<file path="config.mk">
export PLATFORM = sky130hd
export DESIGN_NAME = axi_line_master
export DESIGN_NICKNAME = d
export VERILOG_FILES = /design/src/rtl/axi_pkg.sv /design/src/rtl/axi_line_master.sv
export SDC_FILE = /design/constraint.sdc
export NUM_CORES = 1
export LEC_CHECK = 0
export ABC_AREA = 1
export BUFFER_PORTS_ARGS = -buffer_cell sky130_fd_sc_hd__buf_4
export CAP_MARGIN = 20
export CORE_MARGIN = 2
export CORE_UTILIZATION = 45
export CTS_CLUSTER_DIAMETER = 120
export CTS_CLUSTER_SIZE = 25
export DETAILED_ROUTE_END_ITERATION = 8
export PLACE_DENSITY = 0.78
export RECOVER_POWER = 25
export REMOVE_ABC_BUFFERS = 1
export SETUP_SLACK_MARGIN = 0.2
export SKIP_CTS_REPAIR_TIMING = 1
export SYNTH_ARGS = -nofsm -noshare
export SYNTH_HDL_FRONTEND = slang
export SYNTH_SLANG_ARGS = --single-unit
export TNS_END_PERCENT = 20
</file>
<file path="constraint.sdc">
create_clock -name clk -period 6.1 [get_ports clk]
set_input_delay 0 -clock clk [delete_from_list [all_inputs] [get_ports clk]]
set_output_delay 0 -clock clk [all_outputs]
set_load 0.005 [all_outputs]
</file>
<file path="src/rtl/axi_pkg.sv">
// Shared AXI constants and FSM state type for the cache-line AXI master.
package axi_pkg;

    localparam logic [1:0] BURST_INCR = 2'b01;
    localparam logic [2:0] SIZE_4B    = 3'd2;
    localparam logic [7:0] LEN_LINE   = 8'd3;
    localparam logic [1:0] RESP_OKAY  = 2'b00;

    typedef enum logic [2:0] {
        S_IDLE,
        S_AR,
        S_R,
        S_AW,
        S_W,
        S_B
    } state_e;

endpackage

</file>
<file path="src/rtl/axi_line_master.sv">
// Executes one 128-bit cache-line read or write as a 4-beat AXI4 INCR burst
// and stalls the caches through core_WAIT_o while the burst is in flight.
module axi_line_master
    import axi_pkg::*;
#(
    parameter int ADDR_W = 32,
    parameter int DATA_W = 32,
    parameter int LINE_W = 128
) (
    input  logic                clk,
    input  logic                rst_n,
    input  logic                bc_valid_req_i,
    input  logic                bc_rw_i,
    input  logic [ADDR_W-1:0]   bc_addr_i,
    input  logic [LINE_W-1:0]   bc_data_i,
    output logic [LINE_W-1:0]   axi_data_o,
    output logic                axi_rd_over_o,
    output logic                axi_wr_over_o,
    output logic                core_WAIT_o,
    output logic                axi_err_o,
    output logic [ADDR_W-1:0]   m_araddr,
    output logic [7:0]          m_arlen,
    output logic [2:0]          m_arsize,
    output logic [1:0]          m_arburst,
    output logic                m_arvalid,
    input  logic                m_arready,
    input  logic [DATA_W-1:0]   m_rdata,
    input  logic [1:0]          m_rresp,
    input  logic                m_rlast,
    input  logic                m_rvalid,
    output logic                m_rready,
    output logic [ADDR_W-1:0]   m_awaddr,
    output logic [7:0]          m_awlen,
    output logic [2:0]          m_awsize,
    output logic [1:0]          m_awburst,
    output logic                m_awvalid,
    input  logic                m_awready,
    output logic [DATA_W-1:0]   m_wdata,
    output logic [DATA_W/8-1:0] m_wstrb,
    output logic                m_wlast,
    output logic                m_wvalid,
    input  logic                m_wready,
    input  logic [1:0]          m_bresp,
    input  logic                m_bvalid,
    output logic                m_bready
);

    localparam int              BEATS    = LINE_W / DATA_W;
    localparam int              CNT_W    = $clog2(BEATS);
    localparam logic [CNT_W-1:0] LAST    = CNT_W'(BEATS - 1);
    localparam logic [ADDR_W-1:0] OFF_MASK = ADDR_W'(LINE_W / 8 - 1);

    state_e              state_q, state_d;
    logic [CNT_W-1:0]    cnt_q, cnt_d;
    logic [ADDR_W-1:0]   addr_q, addr_d;
    logic [LINE_W-1:0]   line_q, line_d;
    logic [LINE_W-1:0]   rdline_q, rdline_d;
    logic                rd_over_q, rd_over_d;
    logic                wr_over_q, wr_over_d;
    logic                err_q, err_d;
    logic                arvalid_q, awvalid_q, wvalid_q;

    always_ff @(posedge clk) begin
        if (!rst_n) begin
            state_q   <= S_IDLE;
            cnt_q     <= '0;
            addr_q    <= '0;
            line_q    <= '0;
            rdline_q  <= '0;
            rd_over_q <= 1'b0;
            wr_over_q <= 1'b0;
            err_q     <= 1'b0;
            arvalid_q <= 1'b0;
            awvalid_q <= 1'b0;
            wvalid_q  <= 1'b0;
        end else begin
            state_q   <= state_d;
            cnt_q     <= cnt_d;
            addr_q    <= addr_d;
            line_q    <= line_d;
            rdline_q  <= rdline_d;
            rd_over_q <= rd_over_d;
            wr_over_q <= wr_over_d;
            err_q     <= err_d;
            // Valids are registered copies of the next state, so they drop
            // in the same edge that completes their handshake.
            arvalid_q <= (state_d == S_AR);
            awvalid_q <= (state_d == S_AW);
            wvalid_q  <= (state_d == S_W);
        end
    end

    always_comb begin
        state_d   = state_q;
        cnt_d     = cnt_q;
        addr_d    = addr_q;
        line_d    = line_q;
        rdline_d  = rdline_q;
        rd_over_d = 1'b0;
        wr_over_d = 1'b0;
        err_d     = err_q;
        unique case (state_q)
            S_IDLE: begin
                if (bc_valid_req_i) begin
                    addr_d  = bc_addr_i & ~OFF_MASK;
                    line_d  = bc_data_i;
                    cnt_d   = '0;
                    state_d = bc_rw_i ? S_AR : S_AW;
                end
            end
            S_AR: if (m_arready) state_d = S_R;
            S_R: begin
                if (m_rvalid) begin
                    line_d[DATA_W*cnt_q +: DATA_W] = m_rdata;
                    cnt_d = cnt_q + 1'b1;
                    if (m_rresp != RESP_OKAY || m_rlast != (cnt_q == LAST)) begin
                        err_d = 1'b1;
                    end
                    if (cnt_q == LAST) begin
                        rdline_d  = line_d;
                        rd_over_d = 1'b1;
                        state_d   = S_IDLE;
                    end
                end
            end
            S_AW: if (m_awready) state_d = S_W;
            S_W: begin
                if (m_wready) begin
                    cnt_d = cnt_q + 1'b1;
                    if (cnt_q == LAST) state_d = S_B;
                end
            end
            S_B: begin
                if (m_bvalid) begin
                    if (m_bresp != RESP_OKAY) err_d = 1'b1;
                    wr_over_d = 1'b1;
                    state_d   = S_IDLE;
                end
            end
            default: state_d = S_IDLE;
        endcase
    end

    assign m_araddr  = addr_q;
    assign m_arlen   = arvalid_q ? LEN_LINE : '0;
    assign m_arsize  = arvalid_q ? SIZE_4B : '0;
    assign m_arburst = arvalid_q ? BURST_INCR : '0;
    assign m_arvalid = arvalid_q;
    assign m_rready  = (state_q == S_R);

    assign m_awaddr  = addr_q;
    assign m_awlen   = awvalid_q ? LEN_LINE : '0;
    assign m_awsize  = awvalid_q ? SIZE_4B : '0;
    assign m_awburst = awvalid_q ? BURST_INCR : '0;
    assign m_awvalid = awvalid_q;

    assign m_wdata   = wvalid_q ? line_q[DATA_W*cnt_q +: DATA_W] : '0;
    assign m_wstrb   = wvalid_q ? '1 : '0;
    assign m_wlast   = wvalid_q && (cnt_q == LAST);
    assign m_wvalid  = wvalid_q;
    assign m_bready  = (state_q == S_B);

    assign axi_data_o    = rdline_q;
    assign axi_rd_over_o = rd_over_q;
    assign axi_wr_over_o = wr_over_q;
    assign axi_err_o     = err_q;
    assign core_WAIT_o   = (state_q != S_IDLE) | rd_over_q | wr_over_q;

endmodule

</file>
After elaboration in Yosys (flattened, before gate mapping)
Cells that the tools add are included.

Register bits after elaboration: 295. Input bits: 206. Output and inout bits: 264. Logic and storage cells: 83.

Add/subtract/negate cells: 2. Eq/ne operators: 16. Shift operators: 3. Multiplexer cells: 33. Bitwise operators: 2. Reduce and logical (&&, ||, !) cells: 16.

Operators by type and width (count): 128-bit 2-to-1 mux (2); 128-bit case mux with 2 select lines (1); 128-bit bitwise mux (1); 32-bit by 34-bit variable shift with 128-bit output (first input constant) (1); 128-bit by 8-bit variable part select with 32-bit output (1); 32-bit by 34-bit variable part select with 128-bit output (1); 7-bit negator with 34-bit output (1); 32-bit 2-to-1 mux (1); 3-bit 2-to-1 mux (8); 3-bit case mux with 6 select lines (1); 2-bit 2-to-1 mux (8); 3-bit by 2-bit equality test with 1-bit output (second input constant) (3); 3-bit equality test (second input constant) (3); 3-bit AND reduction (3); 1-bit 2-to-1 mux (8); 2-bit != test (second input constant) (4); 2-bit nonzero test (4); 3-bit by 1-bit equality test with 1-bit output (second input constant) (2); 2-bit case mux with 3 select lines (1); 3-bit nonzero test (2); 5-bit AND reduction (1); 4-bit 2-to-1 mux (1); 2-bit by 1-bit != test with 1-bit output (second input constant) (2); 2-bit AND reduction (2); other kinds (9) (10).

Depth between registers and ports, before layout
Gate-level depths: netlist of run 1.

Depth in word-level cells: 6. Gate-level depth with buffers: 11. Mapped depth without buffers: 9.

Least setup slack after synthesis of run 1
No wires, ideal clock.

Path type: reg2reg. Start point: register cnt_q[0]. End point: register line_q[55]. Setup time: 0.070 ns. Arrival time: 2.130 ns. Required time: 6.030 ns. Path slack: 3.900 ns. Stages on the path, launching flop included: 12. Path buffers: 4. Period minus slack after synthesis: 2.200 ns. Cells stage by stage: dfxtp_1 -> buf_2 -> clkbuf_1 -> inv_1 -> ha_1 -> clkbuf_1 -> inv_1 -> clkbuf_1 -> nand3_1 -> o22ai_1 -> nand2_1 -> a21oi_1.

Longest elaborated chain between the ends: 5. Elaborated cells between the ends (all ways): 6. Classes of those cells: add/sub (1); shift (2); mux (3).

Ends and longest elaborated chain: start, declared (RTL line axi_line_master.sv:54) `logic [CNT_W-1:0] cnt_q, cnt_d;`; start signal, assigned (RTL line axi_line_master.sv:78) `cnt_q <= cnt_d;`; 7-bit negator with 34-bit output * (RTL line axi_line_master.sv:114) `line_d[DATA_W*cnt_q +: DATA_W] = m_rdata;`; 32-bit by 34-bit variable part select with 128-bit output or 32-bit by 34-bit variable shift with 128-bit output (tied branches) (RTL line axi_line_master.sv:114); 128-bit bitwise mux * (RTL line axi_line_master.sv:114); 128-bit 2-to-1 mux * (RTL line axi_line_master.sv:113) `if (m_rvalid) begin`; 128-bit case mux with 2 select lines * (RTL line axi_line_master.sv:102) `unique case (state_q)`; end signal, assigned (RTL line axi_line_master.sv:80) `line_q <= line_d;`; end, declared (RTL line axi_line_master.sv:56) `logic [LINE_W-1:0] line_q, line_d;`.

Mark *: on every way between the ends. The rest lies on a longest branch, timed or not. The select of a mux whose other input is x is not followed. A chain may end at the register's enable or synchronous reset.

Worst setup path after layout of run 1
Start point: register cnt_q[1]. End point: register line_q[115].

The elaborated chain is that of the path after synthesis.

==> impl_metrics.tcl, run 1 <==
set metrics [dict create \
    outcome "finished with violations" \
    violations "hold timing" \
    finalCritPeriodShare_pct 75.0 \
    relSlewSlack_pct 19.5 \
    fin_util_pct 62.8 \
    cp-startpoint "cnt_q[1]" \
    synth_area_sq_um 15900 \
    clk_pin_slew_ns 0.11 \
    dp_hpwl_um 34800 \
    dr_total_vias 19260 \
    synthXorXnorAreaFrac_pct 0 \
    power_frac_seq_pct 43.1 \
    timing.rr.end "line_q[115]" \
    clock_power_share_pct 21.3 \
    switchingPower_mw 1.96 \
    peakVddDrop_mv 0.149 \
    swShare_pct 37.6 \
    maxCapViolations 0 \
    synthSimpleGateAreaFrac_pct 29.8 \
    final_cell_mix "nand2_1, a21oi_1, buf_4" \
    period_needed_ns 4.57 \
    synth_compound_area_share_pct 18.2 \
    synth.largest_area_cell "dfxtp_1" \
    synth_top_family_by_area "simple AND/OR/NAND/NOR gates" \
    tightest_slew_ns 1.21 \
    grt_pass1_wl_um 85300 \
    core_sq_um 34600 \
    area_delta_synth_final_pct 36.9 \
    worst_ep_required_time_ns 6.56 \
    worst_path_largest_cell_delay_ns 1.19 \
    final_common_cell "nand2_1" \
    viasPerCell 5.45 \
    crit_path_end_kind "register" \
    synth_area_leaders "dfxtp_1, nand2_1, a21oi_1" \
    overflow 0 \
    antenna_left 0 \
    synthCells 2570 \
    synth_top_area_share_pct 37.2 \
    max_freq_ghz 0.219 \
    rr_startpoint "cnt_q[1]" \
    drcViolationCount 0 \
    hold_viol 33 \
    p_leak_nw 9.80 \
    worst_slack_ns 1.53 \
    reg2reg_depth 6 \
    nets 3291 \
    antenna_found_initial 0 \
    power.density_nw_per_um2 240 \
    avgSynthCellArea_sq_um 6.18 \
    worstPathArrival_ns 5.03 \
    ys.warnings.count 0 \
    power_mw 5.22 \
    grt_usage_pct 28.9 \
    pin_count 470 \
    clk_latency_ns 0.51 \
    drt-total-wl_um 62300 \
    grt_max_degree 101 \
    numCtsBuffers 15 \
    p_int_mw 3.26 \
    skew_ns 0.0140 \
    dr.pass1.iters 7 \
    slowest_stage "ha_2" \
    finalSetupViolCount 0 \
    gp_congestion 0.858 \
    endpoint "line_q[115]" \
    fp.dieArea_sq_um 36800 \
    p_comb_share_pct 35.7 \
    cp_cell_sequence "ha_2 -> nand2_2 -> o22ai_1 -> nand2_1 -> a21oi_1 -> dlygate4sd3_1" \
    dr.first_iter.drc_count 1683 \
    die_y_um 192 \
    port_buffers 439 \
    fin_hold_ws_ns -0.0613 \
    criticalPathCategory "register to register" \
    startpoint_type "register" \
    synth-seq-cells 295 \
    die_w_um 192 \
    setup_tns_ns 0 \
    muxShareOfSynthArea_pct 0 \
    ys_seq_area_share_pct 37.2 \
    start_util_pct 45.9 \
    cts_root_buffer "clkbuf_16" \
    synth_cell_type_count 23 \
    cts_sinks 295 \
    synth_fa_ha_area_share_pct 0.473 \
    htreeDepth 1 \
    clock_path_buffers 3 \
    grt_setup_unrepaired "false" \
    r2r_slack_ns 1.53 \
    cts_tree "built" \
    cp_max_fo 68 \
    placementRows 68 \
    hold_class "primary input to register" \
    dp_slack_ns 1.51 \
    wl_per_cell_um 17.6 \
    drive_gt1_share_pct 15.4 \
    diodes 0 \
    grt_pass1_vias 16102 \
    report.final.slew_viol_count 0 \
]
[worst min path at each step]
stage                     start             to  slack (ns)  cells after the start
floorplan                 rst_n     state_q[2]        0.12                      2
global placement       m_bvalid  axi_wr_over_o        0.28                      3
detailed placement     m_bvalid  axi_wr_over_o        0.29                      3
CTS                    m_bvalid  axi_wr_over_o       -0.26                      3
global route         m_rdata[9]  axi_data_o[9]       0.002                      5
finish              m_rdata[28]     line_q[28]       -0.06                      5
[metrics by stage]
step | cells | cell area (sq um)
finish | 3534 | 21700
global route | 3534 | 21700
CTS | 3264 | 19100
detailed placement | 3247 | 18700
global placement | 3247 | 18700
floorplan | 2340 | 14600
[sequential cells by signal (all words and copies together), names as in the netlist]
signal / flops
axi_data_o: 128
m_arvalid: 1
axi_rd_over_o: 1
m_wvalid: 1
line_q: 128
m_awvalid: 1
cnt_q: 2
m_araddr: 28
axi_err_o: 1
axi_wr_over_o: 1
state_q: 3
[worst max-delay path: cells and delay by family (launching register included)]
family          cells  cell delay, ns
compound gates      2            0.66
fa+ha+maj           1            1.19
buf+inv             1            0.56
flops               1            0.98
simple gates        2            1.09
[per-layer routing]
| metal | up-vias | global-route usage (%) | wire [um] |
|---|---|---|---|
| li1 | 9007 | - | - |
| met1 | 8808 | 38.5 | 24000 |
| met2 | 1238 | 47.6 | 29400 |
| met3 | 207 | 3.65 | 6340 |
| met4 | 0 | 10.9 | 2550 |
| met5 | - | 0 | 0 |
[cells in the mapped netlist (all sizes together)]
cell,number
buf,154
inv,251
conb,1
nor3,1
a21oi,351
nor2,312
nand3,101
nand4,3
or2,1
clkbuf,101
dfxtp,295
ha,6
o21ai,97
o22ai,64
nand2,800
o211ai,32
[cells by family after synthesis]
group | count (synthesis)
flip-flops | 295
AND/OR/NAND/NOR | 1218
AO/OA/AOI/OAI | 544
adder cells (fa/ha/maj) | 6
other | 1
buffers and inverters | 506
[layout make-up]
class / count / area, sq um
Timing Repair Buffer: 722 / 6070
Clock inverter: 1 / 7.51
Fill cell: 2915 / 12900
Inverter: 251 / 955
Multi-Input combinational cell: 1794 / 7840
Clock buffer: 16 / 379
Tap cell: 455 / 569
Sequential cell: 295 / 5910
[power by group through the flow]
stage,Sequential (mW),Combinational [mW],Clock (mW)
2_1_floorplan,2.26,1.04,0
3_3_place_gp,2.27,1.53,0
3_5_place_dp,2.28,1.56,0
4_1_cts,2.24,1.57,1.13
5_1_grt,2.27,2.03,1.20
6_report,2.25,1.86,1.11
No activity file was read; power rests on OpenSTA's default activity.
==> run 2: changes to the inputs <==
Settings changed: ABC_AREA 1 to 0, CORE_AREA set to 2 2 185 187, CORE_MARGIN 2 to not set, CORE_UTILIZATION 45 to not set, DIE_AREA set to 0 0 187 189, PLACE_DENSITY 0.78 to 0.75.
Clock period 6.1 ns to 4.31 ns, I/O delays scaled along.
==> impl_metrics.tcl, run 2 <==
set metrics [dict create \
    outcome "finished, final reports clean" \
    placed_area_sq_um 16900 \
    met2_usage_pct 44.8 \
    die_y_um 189 \
    pin_count 470 \
    nets 2275 \
    grt_pass1_vias 12533 \
    hold_viol 0 \
    synth_ff_type "dfxtp_1" \
    p_leak_nw 8.12 \
    fp.dieArea_sq_um 35300 \
    synth_compound_area_share_pct 28.3 \
    power_mw 5.99 \
    gp_congestion 0.835 \
    wl_per_cell_um 20.7 \
    hold_path_depth 3 \
    drcViolationCount 0 \
    criticalPathCategory "register to register" \
    htreeDepth 1 \
    area_delta_synth_final_pct 40.7 \
    drive_gt1_share_pct 24.3 \
    grt_usage_pct 25.6 \
    cts_tree "built" \
    grtUsageMet1_pct 31.0 \
    synthSimpleGateAreaFrac_pct 14.2 \
    cts_sinks 295 \
    cts_root_buffer "clkbuf_16" \
    power.density_nw_per_um2 305 \
    clk_latency_ns 0.51 \
    final_common_cell "buf_4" \
    maxCapViolations 0 \
    final_cell_mix "buf_4, dfxtp_1, dlygate4sd3_1" \
    clock_path_buffers 3 \
    numCtsBuffers 15 \
    grt_max_degree 129 \
    fin_hold_ws_ns 0.0101 \
    use_met3_pct 5.43 \
    synth_area_leaders "dfxtp_1, a21oi_1, o2bb2ai_1" \
    finalSetupViolCount 0 \
    muxShareOfSynthArea_pct 5.52 \
    reg2reg_depth 6 \
    max_freq_ghz 0.263 \
    place_inst 2251 \
    cp_max_fo 113 \
    crit_path_end_kind "register" \
    fin_util_pct 59.1 \
    path_common_cell "dlygate4sd3_1" \
    synth_fa_ha_area_share_pct 0.537 \
    clk_pin_slew_ns 0.10 \
    period_needed_ns 3.80 \
    synth_top_family_by_area "compound AO/OA/AOI/OAI gates" \
    peakVddDrop_mv 0.247 \
    worstPathArrival_ns 4.25 \
    placementRows 67 \
    startpoint_type "register" \
    avgSynthCellArea_sq_um 9.18 \
    dr_total_vias 14132 \
    cp.depth 6 \
    die_w_um 187 \
    grt_most_used_layer "met2" \
    synthCells 1522 \
    synthXorXnorAreaFrac_pct 0.0627 \
    grt_pass1_wl_um 71900 \
    synth-seq-cells 295 \
    overflow 0 \
    hold_class "primary input to register" \
    cp_cell_sequence "nand2_2 -> inv_6 -> o311a_1 -> dlygate4sd3_1 -> o31a_1 -> dlygate4sd3_1" \
    relSlewSlack_pct 31.2 \
    synth_area_sq_um 14000 \
    synth_edf_count 0 \
    drt-total-wl_um 52000 \
    core_sq_um 33300 \
    antenna_left 0 \
    yosysMostFrequentCell "dfxtp_1" \
    grt_setup_unrepaired "false" \
    tightest_slew_ns 1.03 \
    synth.largest_area_cell "dfxtp_1" \
    final_cell_area_sq_um 19700 \
    worst_ep_required_time_ns 4.77 \
    antenna_found_initial 3 \
    instances_no_fill 2513 \
    report.final.slew_viol_count 0 \
    skew_ns 0.0102 \
    ys_seq_area_share_pct 42.3 \
    synth_top_area_share_pct 42.3 \
    start_util_pct 42.0 \
    slowest_stage "inv_6" \
    dr.first_iter.drc_count 1097 \
    critPathBufInv 3 \
    viasPerCell 5.62 \
    dr.pass1.iters 8 \
    path_delay_family "buffers and inverters" \
    finalCritPeriodShare_pct 88.1 \
    worst_path_largest_cell_delay_ns 0.76 \
    dp_hpwl_um 31000 \
    ys.warnings.count 0 \
    port_buffers 439 \
    synth_cell_type_count 47 \
    async_flop_share_pct 0 \
    ys_top_cells_by_count "dfxtp_1, a21oi_1, nor2b_1, o2bb2ai_1, nor2_1" \
]
-- run 2: cell count changes after synthesis, sizes merged, moves of 37 or more --
cell,previous run,this run
o2bb2ai,0,129
inv,251,5
nor2,312,101
o22ai,64,1
a22o,0,96
nand2,800,97
and2,0,37
a21oi,351,226
clkbuf,101,30
nand3,101,4
nor2b,0,129
-- run 2: stage by stage --
| stage | setup TNS, ns | setup slack (ns) |
|---|---|---|
| floorplan | -39.30 | -0.506 |
| global placement | 0 | 1.16 |
| detailed placement | 0 | 1.15 |
| CTS | 0 | 1.12 |
| global route | 0 | 0.382 |
| finish | 0 | 0.513 |
-- run 2: cell families (layout without fill, tap and decap cells) --
| family | after synthesis | count (layout) |
|---|---|---|
| xor+xnor | 1 | 1 |
| mux | 37 | 37 |
| compound gates | 585 | 585 |
| buf+inv | 209 | 724 |
| flops | 295 | 295 |
| other cells | 1 | 29 |
| fa+ha+maj | 6 | 6 |
| simple gates | 388 | 388 |
-- run 2: worst register-to-register path, cell delays in order (launching register included) --
cell	delay [ns]
dfxtp_1	0.70
nand2_2	0.52
inv_6	0.77
o311a_1	0.49
dlygate4sd3_1	0.59
o31a_1	0.14
dlygate4sd3_1	0.54
-- run 2: report_power, final --
group | internal [mW] | switching (mW)
combinational | 0.713 | 0.695
sequential | 2.89 | 0.142
clock | 0.633 | 0.911
total | 4.24 | 1.75
-- run 2: cell type report --
| type | count | area (sq um) |
|---|---|---|
| multi-input combinational | 1043 | 6920 |
| clock inverter | 1 | 7.51 |
| sequential | 295 | 5910 |
| inverter | 5 | 23.8 |
| clock buffer | 15 | 375 |
| antenna | 3 | 7.51 |
| timing repair buffer | 703 | 5850 |
| fill | 2678 | 13600 |
| tap | 448 | 561 |
-- run 2: path summary, 6_finish.rpt --
kind	start	endpoint	slack [ns]
setup / recovery	state_q[1]	axi_err_o	0.51
hold / removal	m_bvalid	axi_wr_over_o	0.01
setup reg to reg	state_q[1]	axi_err_o	0.51
hold reg to reg	line_q[72]	line_q[72]	0.46
-- run 2: per-layer routing --
metal  share of wire (%)  up-vias
met5                   0        -
met3                 8.6      149
met1                  38     6747
met2                  49      783
met4                 3.9        0
li1                    -     6453
